$ cat src/rtl/i2c_pkg.sv
// rtl/i2c_pkg.sv - shared state encoding and bus-level constants for the I2C target
package i2c_pkg;

    typedef enum logic [3:0] {
        IDLE,
        ADDR,
        ADDR_ACK,
        WPTR,
        WPTR_ACK,
        WDATA,
        WDATA_ACK,
        RDATA,
        RDATA_ACK
    } i2c_state_t;

    localparam logic I2C_RW_READ = 1'b1;
    localparam logic I2C_ACK     = 1'b0;
    localparam logic I2C_NACK    = 1'b1;

endpackage

$ cat src/rtl/i2c_target_if.sv
// rtl/i2c_target_if.sv - pin and register-access signals between the I2C target and its core
interface i2c_target_if;

    logic       scl_i;
    logic       sda_i;
    logic       sda_oe;
    logic       wr_valid;
    logic [7:0] wr_ptr;
    logic [7:0] wr_data;
    logic       rd_req;
    logic [7:0] rd_ptr;
    logic [7:0] rd_data;
    logic       busy;

    modport slave (
        input  scl_i, sda_i, rd_data,
        output sda_oe, wr_valid, wr_ptr, wr_data, rd_req, rd_ptr, busy
    );

    modport master (
        output scl_i, sda_i, rd_data,
        input  sda_oe, wr_valid, wr_ptr, wr_data, rd_req, rd_ptr, busy
    );

endinterface

$ cat src/rtl/i2c_sync_edge.sv
// rtl/i2c_sync_edge.sv - two-flop synchroniser with one history flop for edge detection
module i2c_sync_edge (
    input  logic clk,
    input  logic rst_n,
    input  logic din,
    output logic level,
    output logic rise,
    output logic fall
);

    logic meta;
    logic sync;
    logic hist;

    // Preset high so an idle (pulled-up) bus produces no spurious edges out of reset.
    always_ff @(posedge clk) begin
        if (!rst_n) begin
            meta <= 1'b1;
            sync <= 1'b1;
            hist <= 1'b1;
        end else begin
            meta <= din;
            sync <= meta;
            hist <= sync;
        end
    end

    assign level = sync;
    assign rise  = sync & ~hist;
    assign fall  = ~sync & hist;

endmodule

$ cat src/rtl/i2c_target.sv
// rtl/i2c_target.sv - I2C target giving an external master byte access to an 8-bit register space
module i2c_target
    import i2c_pkg::*;
#(
    parameter logic [6:0] DEV_ADDR = 7'h42,
    parameter int         PTR_INC  = 1
) (
    input  logic         clk,
    input  logic         rst_n,
    i2c_target_if.slave  bus
);

    localparam logic [7:0] INC = (PTR_INC != 0) ? 8'd1 : 8'd0;

    logic scl_lvl, scl_rise, scl_fall;
    logic sda_lvl, sda_rise, sda_fall;

    i2c_sync_edge u_scl (.clk(clk), .rst_n(rst_n), .din(bus.scl_i),
                         .level(scl_lvl), .rise(scl_rise), .fall(scl_fall));
    i2c_sync_edge u_sda (.clk(clk), .rst_n(rst_n), .din(bus.sda_i),
                         .level(sda_lvl), .rise(sda_rise), .fall(sda_fall));

    wire start_det = sda_fall & scl_lvl;
    wire stop_det  = sda_rise & scl_lvl;

    i2c_state_t state, state_d;
    logic [3:0] bitcnt, bitcnt_d;
    logic [7:0] shreg, shreg_d, ptr, ptr_d;
    logic       rw, rw_d;
    logic       oe, oe_d, wr_valid, wr_valid_d, rd_req, rd_req_d, busy, busy_d;
    logic [7:0] wr_ptr, wr_ptr_d, wr_data, wr_data_d, rd_ptr, rd_ptr_d;

    always_ff @(posedge clk) begin
        if (!rst_n) begin
            state    <= IDLE;
            bitcnt   <= 4'd0;
            shreg    <= 8'h00;
            ptr      <= 8'h00;
            rw       <= 1'b0;
            oe       <= 1'b0;
            wr_valid <= 1'b0;
            rd_req   <= 1'b0;
            busy     <= 1'b0;
            wr_ptr   <= 8'h00;
            wr_data  <= 8'h00;
            rd_ptr   <= 8'h00;
        end else begin
            state    <= state_d;
            bitcnt   <= bitcnt_d;
            shreg    <= shreg_d;
            ptr      <= ptr_d;
            rw       <= rw_d;
            oe       <= oe_d;
            wr_valid <= wr_valid_d;
            rd_req   <= rd_req_d;
            busy     <= busy_d;
            wr_ptr   <= wr_ptr_d;
            wr_data  <= wr_data_d;
            rd_ptr   <= rd_ptr_d;
        end
    end

    always_comb begin
        state_d    = state;
        bitcnt_d   = bitcnt;
        shreg_d    = shreg;
        ptr_d      = ptr;
        rw_d       = rw;
        oe_d       = oe;
        wr_valid_d = 1'b0;
        rd_req_d   = 1'b0;
        busy_d     = busy;
        wr_ptr_d   = wr_ptr;
        wr_data_d  = wr_data;
        rd_ptr_d   = rd_ptr;

        if (start_det) begin
            state_d  = ADDR;
            bitcnt_d = 4'd0;
            oe_d     = 1'b0;
        end else if (stop_det) begin
            state_d = IDLE;
            oe_d    = 1'b0;
        end else begin
            // rd_data is combinational from rd_ptr, so it is valid in the rd_req cycle.
            if (rd_req) begin
                shreg_d = bus.rd_data;
                oe_d    = ~bus.rd_data[7];
            end
            if (scl_rise && bitcnt != 4'd8 &&
                (state == ADDR || state == WPTR || state == WDATA)) begin
                shreg_d  = {shreg[6:0], sda_lvl};
                bitcnt_d = bitcnt + 4'd1;
            end
            unique case (state)
                IDLE: ;
                ADDR: if (scl_fall && bitcnt == 4'd8) begin
                    if (shreg[7:1] == DEV_ADDR) begin
                        oe_d    = 1'b1;
                        rw_d    = shreg[0];
                        busy_d  = 1'b1;
                        state_d = ADDR_ACK;
                    end else begin
                        state_d = IDLE;
                    end
                end
                ADDR_ACK: if (scl_fall) begin
                    oe_d     = 1'b0;
                    bitcnt_d = 4'd0;
                    if (rw == I2C_RW_READ) begin
                        rd_req_d = 1'b1;
                        rd_ptr_d = ptr;
                        bitcnt_d = 4'd1;
                        state_d  = RDATA;
                    end else begin
                        state_d = WPTR;
                    end
                end
                WPTR: if (scl_fall && bitcnt == 4'd8) begin
                    ptr_d   = shreg;
                    oe_d    = 1'b1;
                    state_d = WPTR_ACK;
                end
                WPTR_ACK, WDATA_ACK: if (scl_fall) begin
                    oe_d     = 1'b0;
                    bitcnt_d = 4'd0;
                    state_d  = WDATA;
                end
                WDATA: if (scl_fall && bitcnt == 4'd8) begin
                    oe_d       = 1'b1;
                    wr_valid_d = 1'b1;
                    wr_ptr_d   = ptr;
                    wr_data_d  = shreg;
                    ptr_d      = ptr + INC;
                    state_d    = WDATA_ACK;
                end
                RDATA: if (scl_fall) begin
                    if (bitcnt == 4'd8) begin
                        oe_d    = 1'b0;
                        state_d = RDATA_ACK;
                    end else begin
                        shreg_d  = {shreg[6:0], 1'b0};
                        oe_d     = ~shreg[6];
                        bitcnt_d = bitcnt + 4'd1;
                    end
                end
                RDATA_ACK: begin
                    if (scl_rise) begin
                        ptr_d = ptr + INC;
                        if (sda_lvl == I2C_NACK) state_d = IDLE;
                    end else if (scl_fall) begin
                        rd_req_d = 1'b1;
                        rd_ptr_d = ptr;
                        bitcnt_d = 4'd1;
                        state_d  = RDATA;
                    end
                end
                default: state_d = IDLE;
            endcase
        end

        if (state_d == IDLE) busy_d = 1'b0;
    end

    assign bus.sda_oe   = oe;
    assign bus.wr_valid = wr_valid;
    assign bus.wr_ptr   = wr_ptr;
    assign bus.wr_data  = wr_data;
    assign bus.rd_req   = rd_req;
    assign bus.rd_ptr   = rd_ptr;
    assign bus.busy     = busy;

endmodule

$ cat src/flat_wrapper.sv
// flat-port wrapper written by rule: the top's interface ports become plain ports
module i2c_target_flat import i2c_pkg::*;
#(
    parameter logic [6:0] DEV_ADDR = 7'h42,
    parameter int         PTR_INC  = 1
)
  (clk, rst_n, bus_scl_i, bus_sda_i, bus_rd_data, bus_sda_oe, bus_wr_valid, bus_wr_ptr, bus_wr_data, bus_rd_req, bus_rd_ptr, bus_busy);
  i2c_target_if bus_i ();
  input  logic clk;
  input  logic rst_n;
  input wire logic [$bits(bus_i.scl_i)-1:0] bus_scl_i;
  input wire logic [$bits(bus_i.sda_i)-1:0] bus_sda_i;
  input wire logic [$bits(bus_i.rd_data)-1:0] bus_rd_data;
  output wire logic [$bits(bus_i.sda_oe)-1:0] bus_sda_oe;
  output wire logic [$bits(bus_i.wr_valid)-1:0] bus_wr_valid;
  output wire logic [$bits(bus_i.wr_ptr)-1:0] bus_wr_ptr;
  output wire logic [$bits(bus_i.wr_data)-1:0] bus_wr_data;
  output wire logic [$bits(bus_i.rd_req)-1:0] bus_rd_req;
  output wire logic [$bits(bus_i.rd_ptr)-1:0] bus_rd_ptr;
  output wire logic [$bits(bus_i.busy)-1:0] bus_busy;
  assign bus_i.scl_i = bus_scl_i;
  assign bus_i.sda_i = bus_sda_i;
  assign bus_i.rd_data = bus_rd_data;
  assign bus_sda_oe = bus_i.sda_oe;
  assign bus_wr_valid = bus_i.wr_valid;
  assign bus_wr_ptr = bus_i.wr_ptr;
  assign bus_wr_data = bus_i.wr_data;
  assign bus_rd_req = bus_i.rd_req;
  assign bus_rd_ptr = bus_i.rd_ptr;
  assign bus_busy = bus_i.busy;
  i2c_target #(.DEV_ADDR(DEV_ADDR), .PTR_INC(PTR_INC)) u_core (.clk(clk), .rst_n(rst_n), .bus(bus_i));
endmodule
$ cat config.mk
export PLATFORM = sky130hd
export DESIGN_NAME = i2c_target_flat
export DESIGN_NICKNAME = d
export VERILOG_FILES = /design/src/rtl/i2c_pkg.sv /design/src/rtl/i2c_target_if.sv /design/src/rtl/i2c_sync_edge.sv /design/src/rtl/i2c_target.sv /design/src/flat_wrapper.sv
export SDC_FILE = /design/constraint.sdc
export NUM_CORES = 1
export LEC_CHECK = 0
export ABC_AREA = 1
export BUFFER_PORTS_ARGS = -buffer_cell sky130_fd_sc_hd__buf_2
export CAP_MARGIN = 5
export CORE_MARGIN = 5
export CORE_UTILIZATION = 55
export DETAILED_ROUTE_END_ITERATION = 10
export PLACE_DENSITY = 0.88
export SLEW_MARGIN = 10
export SYNTH_ARGS = -nofsm -noshare
export SYNTH_HDL_FRONTEND = slang
export SYNTH_SLANG_ARGS = --single-unit
$ cat constraint.sdc
create_clock -name clk -period 1.9 [get_ports clk]
set_input_delay 0.095 -clock clk [delete_from_list [all_inputs] [get_ports clk]]
set_output_delay 0.095 -clock clk [all_outputs]
set_load 0.005 [all_outputs]
==> summary.txt <==
CTS
  • Worst-skew pair later-pin latency: 0.34 ns
  • Root buffer cell: clkbuf_8
  • Clock Sinks: between 50 and 60
  • CTS tree: built
  • Clock Tree Buf Depth: 2
  • Post-CTS Setup Bufs: 0
  • Htree depth: 3
  • TritonCTS Buffers: 9
  • CTS clk-pin slew, worst paths: 0.07 ns

Power and ir drop
  • Peak VDD IR: 541.3 µV
  • Switching power share of the total: 0.2223
  • Clock Power Share: 0.497
  • Sequential share of power: 0.465
  • Sw power: 599.5 µW
  • Lkg Pwr: approximately 0.0016 µW
  • Internal power: approximately 2100 µW
  • Logic pwr share: 0.038
  • Power Dens Cells: 776.0 nW/µm²

Logic synthesis
  • Mapped Area: 2895 µm²
  • Ys async rst share: 0
  • Post-synth top flop: dfxtp_1
  • Ys Warns: 0
  • Cells after Synth: 419
  • Net count after synthesis: 434
  • Mean Syn Cell Area: around 6.9 µm²
  • Post-synth EDFFs: 0
  • Post-synthesis sequential area ratio: 0.4080
  • Distinct cells, synth: 32
  • Synth Register Bits: 59

Route
  • First-pass DRT Iterations: 6
  • Final ANT Viol Nets: 0
  • Avg WL per Cell: 14.02 µm
  • WL final: around 7600 µm
  • Routed vias: 2984
  • Initial drt markers: 467
  • Mean number of vias per cell: 5.495
  • # DRC: 0

Place
  • Placer Congestion: 0.9666
  • Port-buffer cells: 39
  • Placed cell areas: 3193 µm²
  • Placed insts: 525
  • Post-DP HPWL: 5086 µm

STA
  • Clock Skews: around 0.0083 ns
  • Max frequency: 532.1 MHz
  • Slew @ Worst Pin: 0.4424 ns
  • Min Tclk post-route: 1.879 ns
  • Final Hold Violating Endpoints: 0
  • Period utilization: 0.9891
  • Final setup viols: 0
  • RSZ-0062 raised after global routing: yes
  • Fin. max-slew vios: 0
  • Relative slew margins: 0.7047

Critical path
  • Highest fanout seen on the critical path: 8
  • Crit path DAT: about 2.1 ns
  • Crit path cell chain: inv_1 -> ha_1 -> nand2_1 -> nor2_2 -> nor2_1 -> nand2_2 -> buf_4 -> or2_2 -> nand3_1 -> a21oi_1
  • Worst Setup End Kind: flip-flop
  • Startpoint Class: flip-flop
  • Slowest-stage cell, CP: dfxtp_1
  • CP peak stage delay: ~0.4 ns
  • Critical Path RT: 2.13 ns
  • Top cell family by delay on the critical path: simple AND/OR/NAND/NOR gates
  • Critical path class: reg -> reg
  • Bufs and invs on worst path: 2

GRT
  • Initial antenna violation count: 0
  • First-pass GRT wire length: 12480 µm
  • Vias in the first global route: 2708
  • Pin count of the biggest net entering global routing: between 40 and 50
  • GRT Total Usage: 0.2384
  • Grt total ovfl: 0

Die
  • Cell row count: 26
  • Die Area: 6815 µm²
  • Core area: 5107 µm²
  • Initial Util: 0.5669
  • Num ports: 40
  • Die Width: 82.56 µm
  • Die Ht: 82.56 µm

Layout
  • Layout cells sized above 1: 0.2178
  • Cell area after layout: 3475 µm²
  • Final Util: 0.6803
  • Post-route insts no fill: 543
  • Inserted Diodes: 0
  • Net count, final: 483
  • P&R area growth vs syn: 20.01%

Run status
  • Run status: finished, final reports clean

Worst hold path
  • HP Class: in -> reg

Run
  • Maxcap violations: 0
power by group through the flow:
stage | Sequential (µW) | Clock (µW) | Combinational, µW
2_1_floorplan | 1280 | 0 | 61.9
3_3_place_gp | 1280 | 0 | 93.8
3_5_place_dp | 1280 | 0 | 95.0
5_1_grt | 1250 | 1400 | 114
4_1_cts | 1250 | 1340 | 99.5
6_report | 1250 | 1340 | 103
final timing paths:
check                       endpoint  slack [ns]  cells after the start              start
hold reg to reg   u_core.u_scl.level        0.41                      1  u_core.u_scl.meta
setup / recovery    u_core.bitcnt[1]        0.02                     10   u_core.bitcnt[1]
hold / removal       u_core.shreg[5]        0.12                      5     bus_rd_data[5]
setup reg to reg    u_core.bitcnt[1]        0.02                     10   u_core.bitcnt[1]
worst register-to-register path, cell delays in order (launching register included):
cell and delay [ns]:
dfxtp_1 0.41, inv_1 0.07, ha_1 0.19, nand2_1 0.10, nor2_2 0.06, nor2_1 0.22, nand2_2 0.12, buf_4 0.18
or2_2 0.27, nand3_1 0.09, a21oi_1 0.06
cell type report:
class,count,area (µm²)
well taps,70,87.58
clock inverters,5,83.83
multi-input cells,306,1513
inverters,42,160.2
clock buffers,11,151.4
fillers,393,1633
repair buffers,50,295.3
flip-flops and latches,59,1184
placed cells by master, fill, tap and decap left out, types with 3 or more instances in the layout:
cell      count
a211oi_1      7
a21oi_1      42
buf_2        39
buf_4         8
clkbuf_8     11
dfxtp_1      57
ha_1          3
inv_1        33
inv_2         7
nand2_1      72
nand2_2       8
nand2_4       3
nand3_1      22
nand4_1       4
nor2_1       58
nor2_2        8
nor3_1        3
o21ai_0      44
o21ai_1      13
or2_2         5
xor2_1        3
cell usage after synthesis, types with 3 or more instances:
master	count	share of area
dfxtp_1	59	0.41
or2_2	5	0.011
nand4_1	4	0.0086
clkbuf_1	5	0.0065
xor2_1	3	0.0091
inv_1	33	0.043
buf_2	4	0.0069
nor2_2	6	0.013
nand2_1	75	0.097
inv_2	8	0.010
o21ai_1	14	0.024
o21ai_0	44	0.076
ha_1	3	0.013
nand3_1	22	0.038
nand2_2	6	0.013
nor3_1	3	0.0052
a211oi_1	7	0.018
nor2_1	60	0.078
a21oi_1	42	0.073
metal layers:
layer / wire [µm] / part of all wire / GRT usage
met2: 3639 / 0.48 / 0.3814
met3: 574 / 0.075 / 0.05098
met1: 3246 / 0.43 / 0.3054
met5: 0 / 0 / 0
met4: 155 / 0.020 / 0.1127
registers in the layout (all words and copies together) (netlist names):
register	cells
u_core.shreg	8
u_core.u_sda.meta	1
u_core.rw	1
u_core.state	4
u_core.bitcnt	4
u_core.bus.wr_valid	1
u_core.bus.wr_data	8
u_core.u_sda.level	1
u_core.u_scl.meta	1
u_core.bus.wr_ptr	8
u_core.ptr	8
u_core.u_sda.hist	1
u_core.bus.sda_oe	1
u_core.u_scl.level	1
u_core.u_scl.hist	1
u_core.bus.rd_req	1
u_core.bus.rd_ptr	8
u_core.bus.busy	1
metrics by stage:
stage	hold WS [ns]	setup slack [ns]	power [µW]	setup TNS [ns]
2_1_floorplan	0.2016	0.1807	1342	0
3_3_place_gp	0.2811	0.1157	1375	0
3_5_place_dp	0.2821	0.02303	1376	0
4_1_cts	0.1165	0.006600	2697	0
5_1_grt	0.1478	-0.04626	2771	-0.08963
6_report	0.1217	0.02065	2696	0
cell families (layout without fill, tap and decap cells):
group,after synthesis,count (layout),share of synthesized area
compound gates,113,113,0.2070
fa+ha+maj,3,3,0.01297
simple gates,186,186,0.2831
buf+inv,54,108,0.07692
flops,59,59,0.4080
xor+xnor,4,4,0.01210
timing repair:
| action | in CTS | in global routing |
|---|---|---|
| setup endpoints to repair | 0 | 33 |
| resized for setup | 0 | 10 |
| hold buffers | 2 | 0 |
| endpoints found under the hold margin | 2 | 0 |
No activity file was read; power rests on OpenSTA's default activity.
